[src/rtl/xor_stream_cipher.sv]
// Serial XOR cipher core: one shared data pin loads key and message, the core XORs them
// (repeated or rolling key) and shifts the ciphertext out MSB first with a valid flag.
module xor_stream_cipher #(
    parameter int MSG_SIZE = 64,
    parameter int KEY_SIZE = 8
) (
    input  logic clk,
    input  logic rst_n,
    input  logic ena,
    input  logic iData_in,
    input  logic iKey_flag,
    input  logic iMsg_flag,
    input  logic iMode,
    output logic oKey_valid,
    output logic oBusy,
    output logic oEnc_status,
    output logic oData_flag,
    output logic oData_out
);

    localparam int KCW    = $clog2(KEY_SIZE) + 1;
    localparam int MCW    = $clog2(MSG_SIZE) + 1;
    localparam int NCHUNK = MSG_SIZE / KEY_SIZE;

    localparam logic [KCW-1:0] KEY_FULL = KCW'(KEY_SIZE);
    localparam logic [MCW-1:0] MSG_FULL = MCW'(MSG_SIZE);
    localparam logic [MCW-1:0] OUT_LAST = MCW'(MSG_SIZE - 1);

    typedef enum logic [1:0] {
        IDLE,
        ENCRYPT,
        SHIFT
    } state_t;

    state_t                state_q,   state_d;
    logic [KEY_SIZE-1:0]   key_q,     key_d;
    logic [MSG_SIZE-1:0]   msg_q,     msg_d;
    logic [MSG_SIZE-1:0]   ct_q,      ct_d;
    logic [KCW-1:0]        key_cnt_q, key_cnt_d;
    logic [MCW-1:0]        msg_cnt_q, msg_cnt_d;
    logic [MCW-1:0]        out_cnt_q, out_cnt_d;
    logic                  key_flag_q;
    logic                  msg_flag_q;

    logic                  key_rise;
    logic                  msg_rise;
    logic [KCW-1:0]        key_cnt_base;
    logic [MCW-1:0]        msg_cnt_base;

    function automatic logic [KEY_SIZE-1:0] rotl(input logic [KEY_SIZE-1:0] k, input int amt);
        logic [2*KEY_SIZE-1:0] dbl;
        dbl = {k, k} << amt;
        return dbl[2*KEY_SIZE-1 -: KEY_SIZE];
    endfunction

    // Chunk 0 is the MSB chunk; rolling mode rotates the key left by the chunk index.
    function automatic logic [MSG_SIZE-1:0] encrypt(input logic [MSG_SIZE-1:0] msg,
                                                    input logic [KEY_SIZE-1:0] key,
                                                    input logic                rolling);
        logic [MSG_SIZE-1:0] res;
        logic [KEY_SIZE-1:0] kj;
        res = '0;
        for (int j = 0; j < NCHUNK; j++) begin
            kj = rolling ? rotl(key, j % KEY_SIZE) : key;
            res[MSG_SIZE-1-j*KEY_SIZE -: KEY_SIZE] = msg[MSG_SIZE-1-j*KEY_SIZE -: KEY_SIZE] ^ kj;
        end
        return res;
    endfunction

    assign key_rise     = iKey_flag & ~key_flag_q;
    assign msg_rise     = iMsg_flag & ~msg_flag_q;
    assign key_cnt_base = key_rise ? '0 : key_cnt_q;
    assign msg_cnt_base = msg_rise ? '0 : msg_cnt_q;

    always_comb begin
        // NOTE: every variable gets its hold value first so no path leaves it unassigned (no latch).
        state_d   = state_q;
        key_d     = key_q;
        msg_d     = msg_q;
        ct_d      = ct_q;
        key_cnt_d = key_cnt_q;
        msg_cnt_d = msg_cnt_q;
        out_cnt_d = out_cnt_q;

        case (state_q)
            IDLE: begin
                // Key has priority; with both flags high the message bit is dropped entirely.
                if (iKey_flag) begin
                    key_cnt_d = key_cnt_base;
                    if (key_cnt_base != KEY_FULL) begin
                        key_d     = {key_q[KEY_SIZE-2:0], iData_in};
                        key_cnt_d = key_cnt_base + KCW'(1);
                    end
                end else if (iMsg_flag) begin
                    msg_cnt_d = msg_cnt_base;
                    if (msg_cnt_base != MSG_FULL) begin
                        msg_d     = {msg_q[MSG_SIZE-2:0], iData_in};
                        msg_cnt_d = msg_cnt_base + MCW'(1);
                    end
                end
                if (key_cnt_d == KEY_FULL && msg_cnt_d == MSG_FULL) begin
                    state_d = ENCRYPT;
                end
            end
            ENCRYPT: begin
                ct_d      = encrypt(msg_q, key_q, iMode);
                out_cnt_d = '0;
                state_d   = SHIFT;
            end
            SHIFT: begin
                ct_d = {ct_q[MSG_SIZE-2:0], 1'b0};
                if (out_cnt_q == OUT_LAST) begin
                    out_cnt_d = '0;
                    msg_cnt_d = '0;
                    state_d   = IDLE;
                end else begin
                    out_cnt_d = out_cnt_q + MCW'(1);
                end
            end
            default: state_d = IDLE;
        endcase
    end

    // NOTE: sequential state uses non-blocking assignments so all registers update together.
    always_ff @(posedge clk or negedge rst_n) begin
        if (!rst_n) begin
            state_q    <= IDLE;
            key_q      <= '0;
            msg_q      <= '0;
            ct_q       <= '0;
            key_cnt_q  <= '0;
            msg_cnt_q  <= '0;
            out_cnt_q  <= '0;
            key_flag_q <= 1'b0;
            msg_flag_q <= 1'b0;
        end else if (ena) begin
            state_q    <= state_d;
            key_q      <= key_d;
            msg_q      <= msg_d;
            ct_q       <= ct_d;
            key_cnt_q  <= key_cnt_d;
            msg_cnt_q  <= msg_cnt_d;
            out_cnt_q  <= out_cnt_d;
            key_flag_q <= iKey_flag;
            msg_flag_q <= iMsg_flag;
        end
    end

    // Outputs decode directly from registers, so an asynchronous reset clears them at once.
    assign oKey_valid  = (key_cnt_q == KEY_FULL);
    assign oBusy       = (state_q != IDLE);
    assign oEnc_status = (state_q == ENCRYPT);
    assign oData_flag  = (state_q == SHIFT);
    assign oData_out   = oData_flag & ct_q[MSG_SIZE-1];

endmodule
[config.mk]
export PLATFORM = sky130hd
export DESIGN_NAME = xor_stream_cipher
export DESIGN_NICKNAME = d
export VERILOG_FILES = /design/src/rtl/xor_stream_cipher.sv
export SDC_FILE = /design/constraint.sdc
export NUM_CORES = 1
export LEC_CHECK = 0
export ABC_CLOCK_PERIOD_IN_PS = 2900
export BUFFER_PORTS_ARGS = -buffer_cell sky130_fd_sc_hd__buf_2
export CAP_MARGIN = 20
export CORE_MARGIN = 4
export CORE_UTILIZATION = 37
export CTS_CLUSTER_DIAMETER = 50
export DETAILED_ROUTE_END_ITERATION = 16
export MAX_ROUTING_LAYER = met4
export PLACE_DENSITY = 0.58
export SLEW_MARGIN = 20
export SYNTH_ARGS = -nofsm -noshare
export SYNTH_HDL_FRONTEND = slang
export SYNTH_SLANG_ARGS = --single-unit
[constraint.sdc]
create_clock -name clk -period 2.9 [get_ports clk]
set_clock_uncertainty 0.05 [all_clocks]
set_input_delay 0.29 -clock clk [delete_from_list [all_inputs] [get_ports clk]]
set_output_delay 0.29 -clock clk [all_outputs]
set_load 0.01 [all_outputs]
# Word-level counts from Yosys, hierarchy flattened
# Index checks and enable logic that the tools add are counted.
[totals]
ff_bits = 158
latch_bits = 0
ram_bits = 0
mem_bits_ro = 0
inputBits = 7
output_inout_bits = 5
mem_count = 0
[op_classes]
add_sub_neg = 3
mul = 0
n_div = 0
magnitude_cmp = 0
eq_ne = 10
shifts = 0
mux = 24
n_bitwise = 14
reduce_logical = 11
[ops]
columns = ["op", "count"]
rows = [
  ["64-bit case mux with 2 select lines", 1],
  ["8-bit XOR", 8],
  ["8-bit 2-to-1 mux", 7],
  ["7-bit 2-to-1 mux", 7],
  ["7-bit case mux with 2 select lines", 2],
  ["4-bit 2-to-1 mux", 4],
  ["7-bit by 1-bit adder with 7-bit output (second input constant)", 2],
  ["4-bit equality test (second input constant)", 2],
  ["7-bit by 6-bit equality test with 1-bit output (second input constant)", 1],
  ["7-bit equality test (second input constant)", 1],
  ["7-bit inequality test (second input constant)", 1],
  ["2-bit case mux with 3 select lines", 1],
  ["3-bit AND reduction", 2],
  ["2-bit nonzero test", 3],
  ["5-bit AND reduction", 1],
  ["4-bit by 1-bit adder with 4-bit output (second input constant)", 1],
  ["2-bit 2-to-1 mux", 2],
  ["4-bit inequality test (second input constant)", 1],
  ["2-bit AND reduction", 2],
  ["4-bit AND reduction", 1],
  ["1-bit AND", 3],
  ["1-bit NOT", 3],
  ["2-bit by 1-bit equality test with 1-bit output (second input constant)", 1],
  ["2-bit equality test (second input constant)", 1],
  ["other kinds (4)", 4],
]

# Depth between registers and ports, before layout
[logic_depth]
depth_word = 12
depth_mapped = 11

# Worst setup path before layout
# OpenSTA, ideal clock, no wires.
[synth_timing]
kind = "reg-to-reg"
startpoint = "register msg_cnt_q[0]"
endpoint = "register msg_q[10]"
t_arrival_ns = 2.168
required_ns = 2.725
setup_slack_ns = 0.557
stages_incl_launch_ff = 9
n_path_buf = 3
synth_period_minus_slack_ns = 2.343
path_cell_list = "dfrtp_1 > buf_6 > or3_1 > or4_4 > and2_4 > nor2b_4 > buf_12 > buf_12 > mux2_4"
[synth_via]
elab_chain_cells = 3
[synth_lines]
columns = ["item", "line", "rtl"]
rows = [
  ["from (decl)", "40", "logic [MCW-1:0] msg_cnt_q, msg_cnt_d;"],
  ["from (signal assigned)", "142", "msg_cnt_q <= msg_cnt_d;"],
  ["7-bit 2-to-1 mux", "73", "assign msg_cnt_base = msg_rise ? '0 : msg_cnt_q;"],
  ["7-bit inequality test", "96", "if (msg_cnt_base != MSG_FULL) begin"],
  ["5-bit AND reduction (no source line)", "--", ""],
  ["to (signal assigned)", "139", "msg_q <= msg_d;"],
  ["to (decl)", "37", "logic [MSG_SIZE-1:0] msg_q, msg_d;"],
]
# Every way passes these cells.
# A chain may end at the register's enable or synchronous reset.

# Worst setup path in the final report
[layout_timing]
startpoint = "register msg_cnt_q[0]"
endpoint = "register msg_q[8]"
# Same word-level chain as after synthesis.

==> flow_summary.json <==
{
  "status": "finished clean",
  "multiInputGateArea_um2": 3920,
  "num_rows": 54,
  "drive_gt1_share_pct": 17.5,
  "utilization_pct": 41.7,
  "viasPerCell": 4.93,
  "grt_pass1_wl_um": 28600,
  "slowest_delay_ns": 0.50,
  "placed_area_um2": 8530,
  "cts-root-buf": "clkbuf_16",
  "antenna_left": 0,
  "cap_violations": 0,
  "path_max_fanout": 29,
  "synth_xor_area_share_pct": 7.11,
  "slowest_stage": "or4_4",
  "cts_max_level": 4,
  "n_antenna_cell": 0,
  "setup_viol": 0,
  "initial_utilization_pct": 37.7,
  "synth_cells": 834,
  "overflow": 0,
  "hp-class": "input pin to flop",
  "die_area_um2": 24800,
  "synth_adder_area_share_pct": 0.910,
  "stdcell_area_um2": 9130,
  "die_w_um": 157,
  "vdd_drop_max_uv": 466,
  "crit_path_end_kind": "flop",
  "syn_area_um2": 8250,
  "synth_compound_area_share_pct": 12.1,
  "synth_seq_cells": 158,
  "drt_iter0_markers": 286,
  "p_per_area_nw_per_um2": 730,
  "synthArstFlopShare_pct": 100,
  "ys.warnings.count": 0,
  "cts.clk_slew.worst_paths_ns": 0.07,
  "yosysSeqAreaShare_pct": 47.9,
  "clkSinkCount": 158,
  "synth_top_family_by_area": "simple AND/OR/NAND/NOR gates",
  "grt_pass1_vias": 5389,
  "nFillCells": 2173,
  "post-dp-hpwl_um": 11100,
  "wl_per_cell_um": 15.0,
  "instances_no_fill": 1115,
  "routabilityCongestion": 0.835,
  "core_area_um2": 21900,
  "first_pass_iters": 5,
  "wl_um": 16700,
  "via_count": 5497,
  "period_needed_ns": 2.53,
  "cts_setup_buffers": 0,
  "worstRegToRegCells": 6,
  "tns_ns": 0,
  "synth_nets": 847,
  "cts_tree": "yes",
  "register_area_um2": 3950,
  "io_buffers": 11,
  "grt_max_degree": 81,
  "yosysTopAreaCellShare_pct": 47.9,
  "io_pins": 12,
  "clock_latency_ns": 0.43,
  "worst-endpoint-arrival_ns": 2.80,
  "yosys-top-cells-area": "dfrtp_1 (48%), mux2_4 (11%), xor2_1 (6.2%), nor2_1 (5.8%), o21ai_0 (5.2%)",
  "rsz0062_at_grt": "no",
  "whs_path_depth": 2,
  "antenna_found_initial": 0,
  "yosysTopAreaCell": "dfrtp_1",
  "ys.flop_type": "dfrtp_1",
  "synth_mux_area_share_pct": 13.0,
  "areaGrowthSynthToFinish_pct": 10.6,
  "cts_buffers": 17,
  "hold_violations": 0,
  "dp_cells": 1082,
  "synth_cell_types": 51,
  "synth_edf_count": 0,
  "nNetsFinal": 835,
  "die_h_um": 157,
  "slew_headroom_pct": 42.8,
  "drv_slew": 0,
  "yosys.area_share.simple_pct": 14.3,
  "grt_usage_pct": 14.9,
  "cts_buffer_depth": 2,
  "p_leak_nw": 4.01,
  "cp-start-kind": "flop",
  "synth_area_per_cell_um2": 9.89,
  "cp_cell_sequence": "or3_1 > or4_4 > and2_4 > nor2b_4 > buf_12 > mux2_4",
  "post-route-period-util_pct": 87.3,
  "required_ns": 3.17,
  "fmax_ghz": 0.395,
  "tightest_slew_ns": 0.856,
  "drc_errors": 0,
  "timing_worst_setup_path_type": "flop to flop"
}
-- per-stage QoR --
step                setup WS, ns  power [mW]  hold slack (ns)
floorplan                  0.557        4.03          -0.0556
global placement           0.415        4.44            0.156
detailed placement         0.364        4.48            0.159
CTS                        0.362        6.74           0.0731
global route               0.242        7.11           0.0816
finish                     0.369        6.67           0.0838
-- synthesized netlist by cell type (all sizes together), types with 4 or more instances --
| cell type | number |
|---|---|
| a21oi | 72 |
| and2 | 14 |
| buf | 10 |
| clkbuf | 53 |
| dfrtp | 158 |
| ha | 6 |
| inv | 7 |
| mux2 | 74 |
| nand2 | 93 |
| nand3 | 9 |
| nand4 | 4 |
| nor2 | 127 |
| nor2b | 13 |
| nor3 | 4 |
| o21ai | 86 |
| o31ai | 4 |
| xnor2 | 9 |
| xor2 | 58 |
-- sequential cells by signal (all words and copies together) (netlist names) --
register    cells
ct_q           64
out_cnt_q       7
key_q           8
key_flag_q      1
state_q         2
msg_flag_q      1
key_cnt_q       4
msg_cnt_q       7
msg_q          64
-- layout by cell type, fill, tap and decap left out, types with 4 or more instances in the layout --
master and n:
mux2_2 14, nand4_1 4, o31ai_1 4, and2_1 12
clkbuf_16 17, a21oi_1 72, dfrtp_1 158, nand3_1 9
nor2b_1 12, clkinv_4 5, nor3_1 4, nor2_1 127
ha_1 5, mux2_4 60, xor2_1 58, inv_1 7
o21ai_0 86, buf_4 15, buf_12 5, nand2_1 92
buf_2 10, xnor2_1 9
-- critical path: cells and delay by family (launching register included) --
family,cells,cell delay [ns]
AND/OR/NAND/NOR,4,1.33
flip-flops,1,0.46
multiplexers,1,0.31
buffers and inverters,1,0.24
-- final timing paths --
kind | startpoint | end | slack, ns
max | msg_cnt_q[0] | msg_q[8] | 0.37
min | iMsg_flag | msg_flag_q | 0.08
max reg2reg | msg_cnt_q[0] | msg_q[8] | 0.37
min reg2reg | ct_q[63] | ct_q[63] | 0.43
max in group asynchronous | rst_n | msg_q[18] | 1.78
min in group asynchronous | rst_n | ct_q[32] | 0.26
-- cells by family after synthesis --
logic type,Yosys count
mux,75
buf+inv,70
compound gates,183
simple gates,275
xor+xnor,67
flops,158
fa+ha+maj,6
-- layer usage --
layer | global-route usage (%) | part of all wire (%) | vias to the layer above
li1 | - | - | 2770
met1 | 21.3 | 52 | 2642
met2 | 21.4 | 45 | 65
met3 | 2.83 | 2.3 | 20
met4 | 4.42 | 1.5 | 0
met5 | - | 0 | -
-- where the power goes --
group	total [mW]	leakage, nW	switching [mW]	internal (mW)
sequential	2.76	2.17	0.238	2.52
combinational	1.65	1.55	1.05	0.600
clock	2.25	0.287	0.969	1.28
total	6.67	4.01	2.26	4.41
-- layout make-up --
| cell class | instances | share of cell area [%] |
|---|---|---|
| Clock inverter | 14 | 1.74 |
| Clock buffer | 18 | 4.70 |
| Sequential cell | 158 | 43.3 |
| Timing Repair Buffer | 32 | 3.11 |
| Tap cell | 280 | 3.84 |
| Multi-Input combinational cell | 606 | 43.0 |
| Inverter | 7 | 0.288 |
-- repair_timing --
item	4_1_cts	5_1_grt
hold buffers	1	0
gates resized for setup	0	0
hold endpoints to repair	29	0
Power figures use the tool's default switching activity.
